==> src/rtl/servo_shutter_pkg.sv <==
// servo_shutter_pkg
// Shared definitions for the multi-channel servo shutter controller:
// the per-channel FSM state encoding, direction constants and the
// default servo codes used as parameter defaults by the top level.

package servo_shutter_pkg;

    // Per-channel shutter state. HOME is only ever entered from reset.
    typedef enum logic [1:0] {
        ST_HOME   = 2'd0,
        ST_IDLE   = 2'd1,
        ST_DRV_UP = 2'd2,
        ST_DRV_DN = 2'd3
    } state_t;

    // Direction encoding shared by the dir inputs and last_dir outputs.
    localparam logic DIR_UP = 1'b1;
    localparam logic DIR_DN = 1'b0;

    // Default servo codes: full speed up, motor stopped, full speed down.
    localparam logic [7:0] POS_UP_DEF   = 8'hFF;
    localparam logic [7:0] POS_HALT_DEF = 8'h50;
    localparam logic [7:0] POS_DOWN_DEF = 8'h0F;

endpackage

==> src/rtl/servo_pwm_ch.sv <==
// servo_pwm_ch
// One RC-servo PWM channel. The servo code is captured at the start of
// every frame so the pulse width can only change on a frame boundary.
//
// Ports:
//   clk_50      in   system clock
//   reset       in   asynchronous, active-low reset
//   frame_cnt   in   shared frame counter, 0..FRAME_CYC-1
//   frame_start in   high while frame_cnt == 0
//   pos         in   current servo code for this channel
//   pwm         out  registered servo pulse

module servo_pwm_ch
    import servo_shutter_pkg::*;
#(
    parameter int PULSE_MIN  = 50000,
    parameter int PULSE_STEP = 196
) (
    input  logic        clk_50,
    input  logic        reset,
    input  logic [31:0] frame_cnt,
    input  logic        frame_start,
    input  logic [7:0]  pos,
    output logic        pwm
);

    logic [7:0]  pos_lat;
    logic [7:0]  code;
    logic [31:0] width;

    // On the frame-start cycle the fresh code is used directly, so the
    // first pulse cycle of a frame already reflects the newly latched value.
    assign code  = frame_start ? pos : pos_lat;
    assign width = 32'(PULSE_MIN) + 32'(code) * 32'(PULSE_STEP);

    // Latch the code at the frame boundary and register the comparator
    // output, giving exactly 'width' high cycles per frame.
    always_ff @(posedge clk_50 or negedge reset) begin
        if (!reset) begin
            pos_lat <= '0;
            pwm     <= 1'b0;
        end else begin
            if (frame_start) begin
                pos_lat <= pos;
            end
            pwm <= (frame_cnt < width);
        end
    end

endmodule

==> src/rtl/servo_shutter_array.sv <==
// servo_shutter_array
// N-channel servo shutter controller. Each channel homes after reset,
// then drives its servo up or down for about WAIT_MS milliseconds whenever
// a direction change is requested. A shared ms tick and a shared 20 ms
// PWM frame counter serve all channels.
//
// Optional build macro: SERVO_SHUTTER_LIMIT_EN adds the 'limit' input
// (active-high end-stop switches) which ends a move early.
//
// Ports:
//   clk_50    in   50 MHz system clock
//   reset     in   asynchronous, active-low reset
//   go        in   per-channel move enable (level)
//   dir       in   per-channel requested direction, 1=up, 0=down
//   limit     in   per-channel end-stop (only with SERVO_SHUTTER_LIMIT_EN)
//   pwm       out  servo pulse outputs
//   pos_out   out  current servo code, channel i at [8i+7:8i]
//   busy      out  channel is homing or driving
//   last_dir  out  last direction driven
//   ms_tick   out  one-cycle ms strobe

module servo_shutter_array
    import servo_shutter_pkg::*;
#(
    parameter int         N_CH       = 4,
    parameter int         MS_DIV     = 50000,
    parameter int         WAIT_MS    = 4,
    parameter int         T_W        = 12,
    parameter logic [7:0] POS_UP     = POS_UP_DEF,
    parameter logic [7:0] POS_HALT   = POS_HALT_DEF,
    parameter logic [7:0] POS_DOWN   = POS_DOWN_DEF,
    parameter int         FRAME_CYC  = 1000000,
    parameter int         PULSE_MIN  = 50000,
    parameter int         PULSE_STEP = 196
) (
    input  logic                clk_50,
    input  logic                reset,
    input  logic [N_CH-1:0]     go,
    input  logic [N_CH-1:0]     dir,
`ifdef SERVO_SHUTTER_LIMIT_EN
    input  logic [N_CH-1:0]     limit,
`endif
    output logic [N_CH-1:0]     pwm,
    output logic [8*N_CH-1:0]   pos_out,
    output logic [N_CH-1:0]     busy,
    output logic [N_CH-1:0]     last_dir,
    output logic                ms_tick
);

    localparam logic [T_W-1:0] WAIT_T = T_W'(WAIT_MS);

    logic [31:0]     tick_cnt;
    logic [31:0]     frame_cnt;
    logic            frame_start;
    logic [N_CH-1:0] limit_sync;

    // Free-running ms tick generator; the strobe is high on the cycle
    // after the counter wraps back to zero.
    always_ff @(posedge clk_50 or negedge reset) begin
        if (!reset) begin
            tick_cnt <= '0;
            ms_tick  <= 1'b0;
        end else if (tick_cnt == 32'(MS_DIV - 1)) begin
            tick_cnt <= '0;
            ms_tick  <= 1'b1;
        end else begin
            tick_cnt <= tick_cnt + 32'd1;
            ms_tick  <= 1'b0;
        end
    end

    // Shared PWM frame counter; every channel aligns its pulse to it.
    always_ff @(posedge clk_50 or negedge reset) begin
        if (!reset) begin
            frame_cnt <= '0;
        end else if (frame_cnt == 32'(FRAME_CYC - 1)) begin
            frame_cnt <= '0;
        end else begin
            frame_cnt <= frame_cnt + 32'd1;
        end
    end

    assign frame_start = (frame_cnt == 32'd0);

`ifdef SERVO_SHUTTER_LIMIT_EN
    logic [N_CH-1:0] limit_meta;

    // End-stop switches are asynchronous to clk_50: two-flop synchroniser.
    always_ff @(posedge clk_50 or negedge reset) begin
        if (!reset) begin
            limit_meta <= '0;
            limit_sync <= '0;
        end else begin
            limit_meta <= limit;
            limit_sync <= limit_meta;
        end
    end
`else
    assign limit_sync = '0;
`endif

    for (genvar i = 0; i < N_CH; i++) begin : g_ch
        state_t         state, state_nxt;
        logic [T_W-1:0] timer, timer_nxt;
        logic [7:0]     pos, pos_nxt;
        logic           busy_q, busy_nxt;
        logic           last_q, last_nxt;

        // Channel state and all channel outputs are registered together.
        always_ff @(posedge clk_50 or negedge reset) begin
            if (!reset) begin
                state  <= ST_HOME;
                timer  <= '0;
                pos    <= POS_HALT;
                busy_q <= 1'b0;
                last_q <= DIR_UP;
            end else begin
                state  <= state_nxt;
                timer  <= timer_nxt;
                pos    <= pos_nxt;
                busy_q <= busy_nxt;
                last_q <= last_nxt;
            end
        end

        // Next-state logic. Timed states end one clock after the timer
        // reaches WAIT_MS; the timer never counts past that value.
        always_comb begin
            state_nxt = state;
            timer_nxt = timer;
            pos_nxt   = pos;
            busy_nxt  = busy_q;
            last_nxt  = last_q;
            case (state)
                ST_HOME: begin
                    pos_nxt  = POS_DOWN;
                    busy_nxt = 1'b1;
                    if (limit_sync[i]) begin
                        state_nxt = ST_IDLE;
                        timer_nxt = '0;
                        pos_nxt   = POS_HALT;
                        busy_nxt  = 1'b0;
                    end else if (timer == WAIT_T) begin
                        state_nxt = ST_IDLE;
                        timer_nxt = '0;
                        pos_nxt   = POS_HALT;
                        busy_nxt  = 1'b0;
                        last_nxt  = DIR_DN;
                    end else if (ms_tick) begin
                        timer_nxt = timer + T_W'(1);
                    end
                end
                ST_IDLE: begin
                    pos_nxt   = POS_HALT;
                    busy_nxt  = 1'b0;
                    timer_nxt = '0;
                    if (go[i] && (dir[i] != last_q)) begin
                        state_nxt = (dir[i] == DIR_UP) ? ST_DRV_UP : ST_DRV_DN;
                        pos_nxt   = (dir[i] == DIR_UP) ? POS_UP : POS_DOWN;
                        busy_nxt  = 1'b1;
                        last_nxt  = dir[i];
                    end
                end
                ST_DRV_UP, ST_DRV_DN: begin
                    if (limit_sync[i] || (timer == WAIT_T)) begin
                        state_nxt = ST_IDLE;
                        timer_nxt = '0;
                        pos_nxt   = POS_HALT;
                        busy_nxt  = 1'b0;
                    end else if (ms_tick) begin
                        timer_nxt = timer + T_W'(1);
                    end
                end
                default: begin
                    state_nxt = ST_HOME;
                    timer_nxt = '0;
                end
            endcase
        end

        assign pos_out[8*i +: 8] = pos;
        assign busy[i]           = busy_q;
        assign last_dir[i]       = last_q;

        servo_pwm_ch #(
            .PULSE_MIN  (PULSE_MIN),
            .PULSE_STEP (PULSE_STEP)
        ) u_pwm (
            .clk_50      (clk_50),
            .reset       (reset),
            .frame_cnt   (frame_cnt),
            .frame_start (frame_start),
            .pos         (pos),
            .pwm         (pwm[i])
        );
    end

endmodule

==> config.mk <==
export PLATFORM = sky130hd
export DESIGN_NAME = servo_shutter_array
export DESIGN_NICKNAME = d
export VERILOG_FILES = /design/src/rtl/servo_shutter_pkg.sv /design/src/rtl/servo_pwm_ch.sv /design/src/rtl/servo_shutter_array.sv
export SDC_FILE = /design/constraint.sdc
export NUM_CORES = 1
export LEC_CHECK = 0
export CAP_MARGIN = 20
export CORE_UTILIZATION = 50
export CTS_CLUSTER_SIZE = 8
export DETAILED_ROUTE_END_ITERATION = 6
export GPL_ROUTABILITY_DRIVEN = 1
export PLACE_DENSITY = 0.79
export SLEW_MARGIN = 20
export SYNTH_ARGS = -nofsm -noshare
export SYNTH_HDL_FRONTEND = slang
export SYNTH_SLANG_ARGS = --single-unit
==> constraint.sdc <==
create_clock -name clk_50 -period 6.95 [get_ports clk_50]
set_clock_uncertainty 0.15 [all_clocks]
set_input_delay 0.695 -clock clk_50 [delete_from_list [all_inputs] [get_ports clk_50]]
set_output_delay 0.695 -clock clk_50 [all_outputs]
set_load 0.02 [all_outputs]
==> metrics.md, run 1 <==
| Metric | Value |
|---|---|
| PortBufs | 54 |
| Combinational Power Share | 0.015 |
| P_int | 1509 uW |
| Relative slew slack | 0.3317 |
| Final core occ | 0.5664 |
| Arrival time worst endpoint | 6.55 ns |
| Total grt overflow | 0 |
| Worst path required time | 7.14 ns |
| Die H | 160.5 um |
| Yosys warns | 0 |
| Final setup fails | 0 |
| Clock share of power | 0.480 |
| Met2 Usage GRT | 0.3493 |
| Fin. Hold Viols | 0 |
| Switching pwr | 481.5 uW |
| Worst-Skew Late Latency | 0.43 ns |
| Cell Area, Synth | 0.01256 sq mm |
| Diode count | 0 |
| Cell Pwr Density | 143.6 mW/mm^2 |
| DR vias/cell | 5.636 |
| Max Slew Vio Count | 0 |
| CTS Sinks | 173 |
| Fill count | 2105 |
| Crit. End Element | flop |
| Setup crit start kind | flop |
| Top Usage Layer GRT | met2 |
| Nets | 1555 |
| Seq pwr share | 0.506 |
| H-tree lvl count | 4 |
| Chip Width | 160.5 um |
| Most used cell along the critical path | ha_1 |
| Crit-path max FO | 18 |
| Layout area overhead | 10.30% |
| Initial DRT Pass Iterations | 6 |
| Post-synth ARST share | 1.000 |
| Met1 usage | 0.2903 |
| Reg area | 0.004339 sq mm |
| Static Leakage | 0.006515 uW |
| Layout cell share with drive strength beyond 1 | 0.05556 |
| Die area | 0.02576 sq mm |
| Clk root buf | clkbuf_16 |
| Reg clk slew, reported paths | 0.07 ns |
| Post-route ant nets | 0 |
| Setup TNS | 0 ns |
| Crit path buffers/inverters | 3 |
| Setup repair bufs after CTS | 0 |
| Seq/Total Area, Yosys | 0.3454 |
| IO Pins | 55 |
| Multi-input logic area | 0.007600 sq mm |
| RSZ-0062 raised after global routing | no |
| Maxcap violations | 0 |
| Hold WC Path Type | in -> async |
| Cts repair resizes | 0 |
| CP max stage delay | 0.46 ns |
| Core Region | 0.02446 sq mm |
| Least-Margin Pin Slew | 0.9957 ns |
| Final Cycle Share | 0.9143 |
| DR vias | 9536 |
| Peak VDD IR | 0.0001635 V |
| CTS tree | built |
| Gpl congestion | 0.9632 |
| Met3 Use GR | 0.03926 |
| Most common library cell in the layout ignoring fill and taps | ha_1 |
| Syn_nets | 1524 |
| CTS max path bufs | 2 |
| GRT Total Usage | 0.2132 |
| First-pass GRT wire length | 44930 um |
| Most frequent cells in the layout | 178 x ha_1, 165 x dfrtp_1, 124 x nand2_1 |
| Number of synthesized flops with an enable pin | 0 |
| Largest net degree at the start of global routing | 104 |
| Initial antenna violation count | 0 |
| Slowest-stage cell, CP | fa_1 |
| Routed len/inst | 15.58 um |
| Post-route DRC | 0 |
| Top delay family on crit path | adder cells |
| Std-Cell Rows | 57 |
| Post-synth top flop | dfrtp_1 |
| CTS buffer count | 17 |
| Synthesized flop and latch total | 173 |
| Mean post-synth cell area | 9.488 sq um |
| Drt first-iter violations | 713 |
| Status | finished, final reports clean |
| Starting Density | 0.5135 |
| Maximum operating frequency | 0.1574 GHz |
| Worst setup path class | reg -> reg |
| Total wire length | 26360 um |
| Vias in the first global route | 9320 |
| Sw frac | 0.2420 |
| CTS Hold Bufs | 0 |
| Post-DP HPWL | 19490 um |
| Post-synth cell types | 64 |
| Mapped Cells | 1324 |
| Final period demand of the worst path | 6.354 ns |
synth_stat cells, types with 9 or more instances:
cell type	count	area, sq um
a21oi_1	29	145.1
and2_1	10	62.56
nor2_1	121	454.2
nor2b_1	25	156.4
xnor2_1	76	665.6
xor2_1	87	762.0
a21o_1	24	180.2
nor4_1	19	118.9
clkbuf_1	9	33.78
nand4_1	40	250.2
o21ai_0	43	215.2
nand3_1	66	330.3
and3_1	28	175.2
ha_1	178	2227
and4_1	11	96.34
inv_1	65	244.0
nor3_1	12	60.06
nand2b_1	11	68.82
fa_1	12	240.2
dfrtp_1	165	4129
nand2_1	124	465.5
or2_2	9	56.30
buf_4	36	270.3
per-layer routing:
metal / vias to the layer above / share of wire
li1: 4692 / -
met1: 4572 / 0.47
met2: 238 / 0.47
met3: 34 / 0.049
met4: 0 / 0.014
met5: - / 0
area by class of cell:
type,instances,share of cell area
timing repair buffer,70,0.04777
clock buffer,18,0.03170
inverter,65,0.01761
tap,324,0.02926
clock inverter,14,0.01201
sequential,173,0.3132
multi-input combinational,1028,0.5485
power groups by stage:
stage | sequential [uW] | clock, uW | combinational [uW]
finish | 1010 | 954 | 29.7
global route | 1010 | 1020 | 35.1
CTS | 1010 | 977 | 31.5
detailed placement | 1030 | 0 | 31.4
global placement | 1030 | 0 | 30.8
floorplan | 1030 | 0 | 3.90
kinds of logic (layout without fill, tap and decap cells):
kind of cell | Yosys count | after routing | synth area share
flops | 173 | 173 | 0.3454
mux | 4 | 4 | 0.003187
xor+xnor | 163 | 163 | 0.1136
buf+inv | 123 | 167 | 0.04960
simple gates | 494 | 494 | 0.1948
fa+ha+maj | 191 | 191 | 0.1972
compound gates | 176 | 176 | 0.09612
sequential cells by signal (all words and copies together), names as in the netlist:
signal              count
ms_tick                 1
g_ch.timer             48
g_ch.u_pwm.pos_lat     32
g_ch.u_pwm.pwm          4
g_ch.last_q             4
frame_cnt              32
g_ch.pos               12
tick_cnt               32
g_ch.state              8
metrics by stage:
| step | instance area, sq um | power (uW) | std cells | hold slack [ns] | setup WS (ns) |
|---|---|---|---|---|---|
| 2_1_floorplan | 12560 | 1030 | 1324 | 0.2494 | 0.9006 |
| 3_3_place_gp | 13250 | 1057 | 1660 | 0.3036 | 0.9352 |
| 3_5_place_dp | 13250 | 1057 | 1660 | 0.3106 | 0.7348 |
| 4_1_cts | 13860 | 2015 | 1692 | 0.2582 | 0.6683 |
| 5_1_grt | 13860 | 2063 | 1692 | 0.2999 | 0.03178 |
| 6_report | 13860 | 1990 | 1692 | 0.1817 | 0.5958 |
path summary, 6_finish.rpt:
kind | start | end | slack [ns] | cells past startpoint
min in group clk_50 | tick_cnt[0] | tick_cnt[0] | 0.32 | 1
hold / removal | reset | g_ch[1].timer[8] | 0.18 | 1
setup reg to reg | frame_cnt[0] | g_ch[2].u_pwm.pwm | 0.60 | 27
hold reg to reg | tick_cnt[0] | tick_cnt[0] | 0.32 | 1
setup / recovery | frame_cnt[0] | g_ch[2].u_pwm.pwm | 0.60 | 27
max in group asynchronous | reset | g_ch[0].u_pwm.pwm | 4.95 | 2
(Power assumes the default switching activity.)
==> run 2: changes to the inputs <==
--- a/config.mk
+++ b/config.mk
@@ -11,6 +11,7 @@
 export DETAILED_ROUTE_END_ITERATION = 6
 export GPL_ROUTABILITY_DRIVEN = 1
 export PLACE_DENSITY = 0.79
+export RECOVER_POWER = 50
 export SLEW_MARGIN = 20
 export SYNTH_ARGS = -nofsm -noshare
 export SYNTH_HDL_FRONTEND = slang
==> constraint.sdc (replaced) <==
create_clock -name clk_50 -period 7.1 [get_ports clk_50]
set_clock_uncertainty 0.15 [all_clocks]
set_input_delay 0.71 -clock clk_50 [delete_from_list [all_inputs] [get_ports clk_50]]
set_output_delay 0.71 -clock clk_50 [all_outputs]
set_load 0.02 [all_outputs]
==> run 2 against run 1 <==
  * Die area unchanged
  * Largest cell class unchanged
  * Non-clock buffer count unchanged
  * Utilization rose by 0.051 points
  * Power about the same
  * The flow now finishes with violations (design-rule violations, max-capacitance violations, max-slew violations)
  * Wire length increased by 2.5%
  * Final cell count did not move
  * Register-to-register slack is essentially flat
  * Clock power is 2.3% higher
  * Critical path depth shrank 3
  * Fmax is 2.4% lower
==> metrics.md, run 2 (synthesis results as in run 1) <==
| Metric | Value |
|---|---|
| Status | finished, violations left (was finished, final reports clean) |
| Violations in the final reports | design-rule violations, max-capacitance violations, max-slew violations |
| Hold Path Origin | tick_cnt[0] |
| Post-route DRC | 3 (was 0) |
| Least-Margin Pin Slew | 5.014 ns (was 0.9957 ns) |
| Most frequent cells in the layout | 178 x ha_1, 165 x dfrtp_1, 124 x nand2_1 (unchanged) |
| Setup TNS | 0 ns (unchanged) |
| Clock share of power | 0.490 (was 0.480) |
| Cell Pwr Density | 143.5 mW/mm^2 (was 143.6 mW/mm^2) |
| Worst Hold Path EP | tick_cnt[0] |
| Total wire length | 27020 um (was 26360 um) |
| Fill count | 2084 (was 2105) |
| Crit. End Element | flop (unchanged) |
| Sw frac | 0.2417 (was 0.2420) |
| Layout cell share with drive strength beyond 1 | 0.05482 (was 0.05556) |
| Nets | 1555 (unchanged) |
| Std-Cell Rows | 57 (unchanged) |
| Die area | 0.02576 sq mm (unchanged) |
| Post-DP HPWL | 19690 um (was 19490 um) |
| Multi-input logic area | 0.007605 sq mm (was 0.007600 sq mm) |
| Worst reg2reg setup slack | 0.59 ns (was 0.60 ns) |
| H-tree lvl count | 4 (unchanged) |
| Static Leakage | 0.006517 uW (was 0.006515 uW) |
| Final Cycle Share | 0.9170 (was 0.9143) |
| First-pass GRT wire length | 46380 um (was 44930 um) |
| Setup repair bufs after CTS | 0 (unchanged) |
| Worst-Skew Late Latency | 0.44 ns (was 0.43 ns) |
| Post-route ant nets | 0 (unchanged) |
| Setup crit start kind | flop (unchanged) |
| Layout area overhead | 10.40% (was 10.30%) |
| CTS Sinks | 173 (unchanged) |
| Drt first-iter violations | 591 (was 713) |
| PortBufs | 54 (unchanged) |
| Final period demand of the worst path | 6.511 ns (was 6.354 ns) |
| Max FFs per register | 48 (unchanged) |
| Largest Register | g_ch.timer (unchanged) |
| Clk root buf | clkbuf_16 (unchanged) |
| Crit-path max FO | 9 (was 18) |
| Most common library cell in the layout ignoring fill and taps | ha_1 (unchanged) |
| Hold Path Depth | 1 |
| Final setup fails | 0 (unchanged) |
| GRT Total Usage | 0.2176 (was 0.2132) |
| FF-to-FF End | g_ch[1].u_pwm.pwm (was g_ch[2].u_pwm.pwm) |
| Starting Density | 0.5135 (unchanged) |
| Worst path required time | 7.26 ns (was 7.14 ns) |
| Relative slew slack | -2.343 (was 0.3317) |
| Worst setup path class | reg -> reg (unchanged) |
| P_int | 1509 uW (about the same) |
| Total grt overflow | 0 (unchanged) |
| Switching pwr | 481.0 uW (was 481.5 uW) |
| Maximum operating frequency | 0.1536 GHz (was 0.1574 GHz) |
| Seq pwr share | 0.495 (was 0.506) |
| Maxcap violations | 1 (was 0) |
| RSZ-0062 raised after global routing | no (unchanged) |
| Die H | 160.5 um (unchanged) |
| CTS tree | built (unchanged) |
| DR vias | 9702 (was 9536) |
| Largest net degree at the start of global routing | 93 (was 104) |
| Initial antenna violation count | 0 (unchanged) |
| IO Pins | 55 (unchanged) |
| Fin. Hold Viols | 0 (unchanged) |
| Routed len/inst | 15.97 um (was 15.58 um) |
| Reg area | 0.004339 sq mm (unchanged) |
| Final WS setup | 0.5895 ns (was 0.5958 ns) |
| Max Slew Vio Count | 93 (was 0) |
| Chip Width | 160.5 um (unchanged) |
| Peak VDD IR | 0.0001416 V (was 0.0001635 V) |
| Vias in the first global route | 9765 (was 9320) |
| CTS buffer count | 17 (unchanged) |
| CTS max path bufs | 2 (unchanged) |
| Hold WC Path Type | reg -> reg (was in -> async) |
| Gpl congestion | 0.9298 (was 0.9632) |
| R2R depth | 24 (was 27) |
| Core Region | 0.02446 sq mm (unchanged) |
| Arrival time worst endpoint | 6.67 ns (was 6.55 ns) |
| Initial DRT Pass Iterations | 7 (was 6) |
| Combinational Power Share | 0.015 (about the same) |
| Launching point of the worst reg2reg path | frame_cnt[13] (was frame_cnt[0]) |
| DR vias/cell | 5.734 (was 5.636) |
| Pre-CTS worst setup slack | 0.4598 ns (was 0.7348 ns) |
| Reg clk slew, reported paths | 0.08 ns (was 0.07 ns) |
| Diode count | 0 (unchanged) |
[run 2: final cells by class]
type / count / area share
Tap cell: 324 / 0.02923
Clock buffer: 19 / 0.03194
Multi-Input combinational cell: 1028 / 0.5484
Sequential cell: 173 / 0.3129
Timing Repair Buffer: 70 / 0.04746
Clock inverter: 13 / 0.01254
Inverter: 65 / 0.01759
[run 2: worst max-delay path by stage]
stage                              from           endpoint  slack, ns  cells after the start
after floorplan            frame_cnt[9]  g_ch[2].u_pwm.pwm       1.05                     28
after global placement    frame_cnt[10]  g_ch[2].u_pwm.pwm       0.72                     24
after detailed placement  frame_cnt[13]  g_ch[1].u_pwm.pwm       0.46                     23
after CTS                 frame_cnt[13]  g_ch[1].u_pwm.pwm       0.33                     23
after global routing      frame_cnt[10]  g_ch[1].u_pwm.pwm       0.13                     23
final                     frame_cnt[13]  g_ch[1].u_pwm.pwm       0.59                     24
[run 2: power groups by stage]
stage | Sequential, uW | Combinational [uW] | Clock (uW)
floorplan | 1000 | 3.81 | 0
global placement | 1000 | 30.5 | 0
detailed placement | 1000 | 30.6 | 0
CTS | 985 | 30.8 | 989
global route | 985 | 34.0 | 1030
finish | 985 | 29.1 | 976
[run 2: what timing repair did]
| item | CTS | global route |
|---|---|---|
| gates resized for setup | 0 | 1 |
| endpoints found under the setup margin | 0 | 2 |
| hold buffers | 0 | 0 |
[run 2: worst max-delay path, cell delays in order, from the launching register on]
cell	delay [ns]
dfrtp_1	0.51
nor4_1	0.42
and4_1	0.30
buf_4	0.20
and3_1	0.24
buf_4	0.23
nand2_1	0.17
nand2_1	0.12
ha_1	0.26
fa_1	0.48
ha_1	0.30
ha_1	0.16
inv_1	0.05
fa_1	0.40
nor2b_1	0.17
o21ai_0	0.15
xnor2_1	0.26
nand3_1	0.18
or3b_1	0.42
and3_1	0.21
ha_1	0.28
nor2b_1	0.16
nand3_1	0.11
a2111oi_0	0.33
a211oi_1	0.11
[run 2: metal layers]
layer	wire length (um)	track usage	share of wire	up-vias
met5	0	0	0	-
met4	615	0.06970	0.023	0
met3	1271	0.03822	0.047	60
met2	12700	0.3546	0.47	229
met1	12440	0.2934	0.46	4709
li1	-	-	-	4704
[run 2: per-stage QoR]
stage          std cells  instance area [sq um]  hold WS, ns  utilization  power (uW)
4_1_cts             1692                  13870       0.2367       0.5669        2005
6_report            1692                  13870       0.3146       0.5669        1990
3_5_place_dp        1660                  13250       0.3076       0.5417        1035
5_1_grt             1692                  13870       0.3451       0.5669        2048
3_3_place_gp        1660                  13250       0.2943       0.5417        1035
2_1_floorplan       1324                  12560       0.2644            -        1008
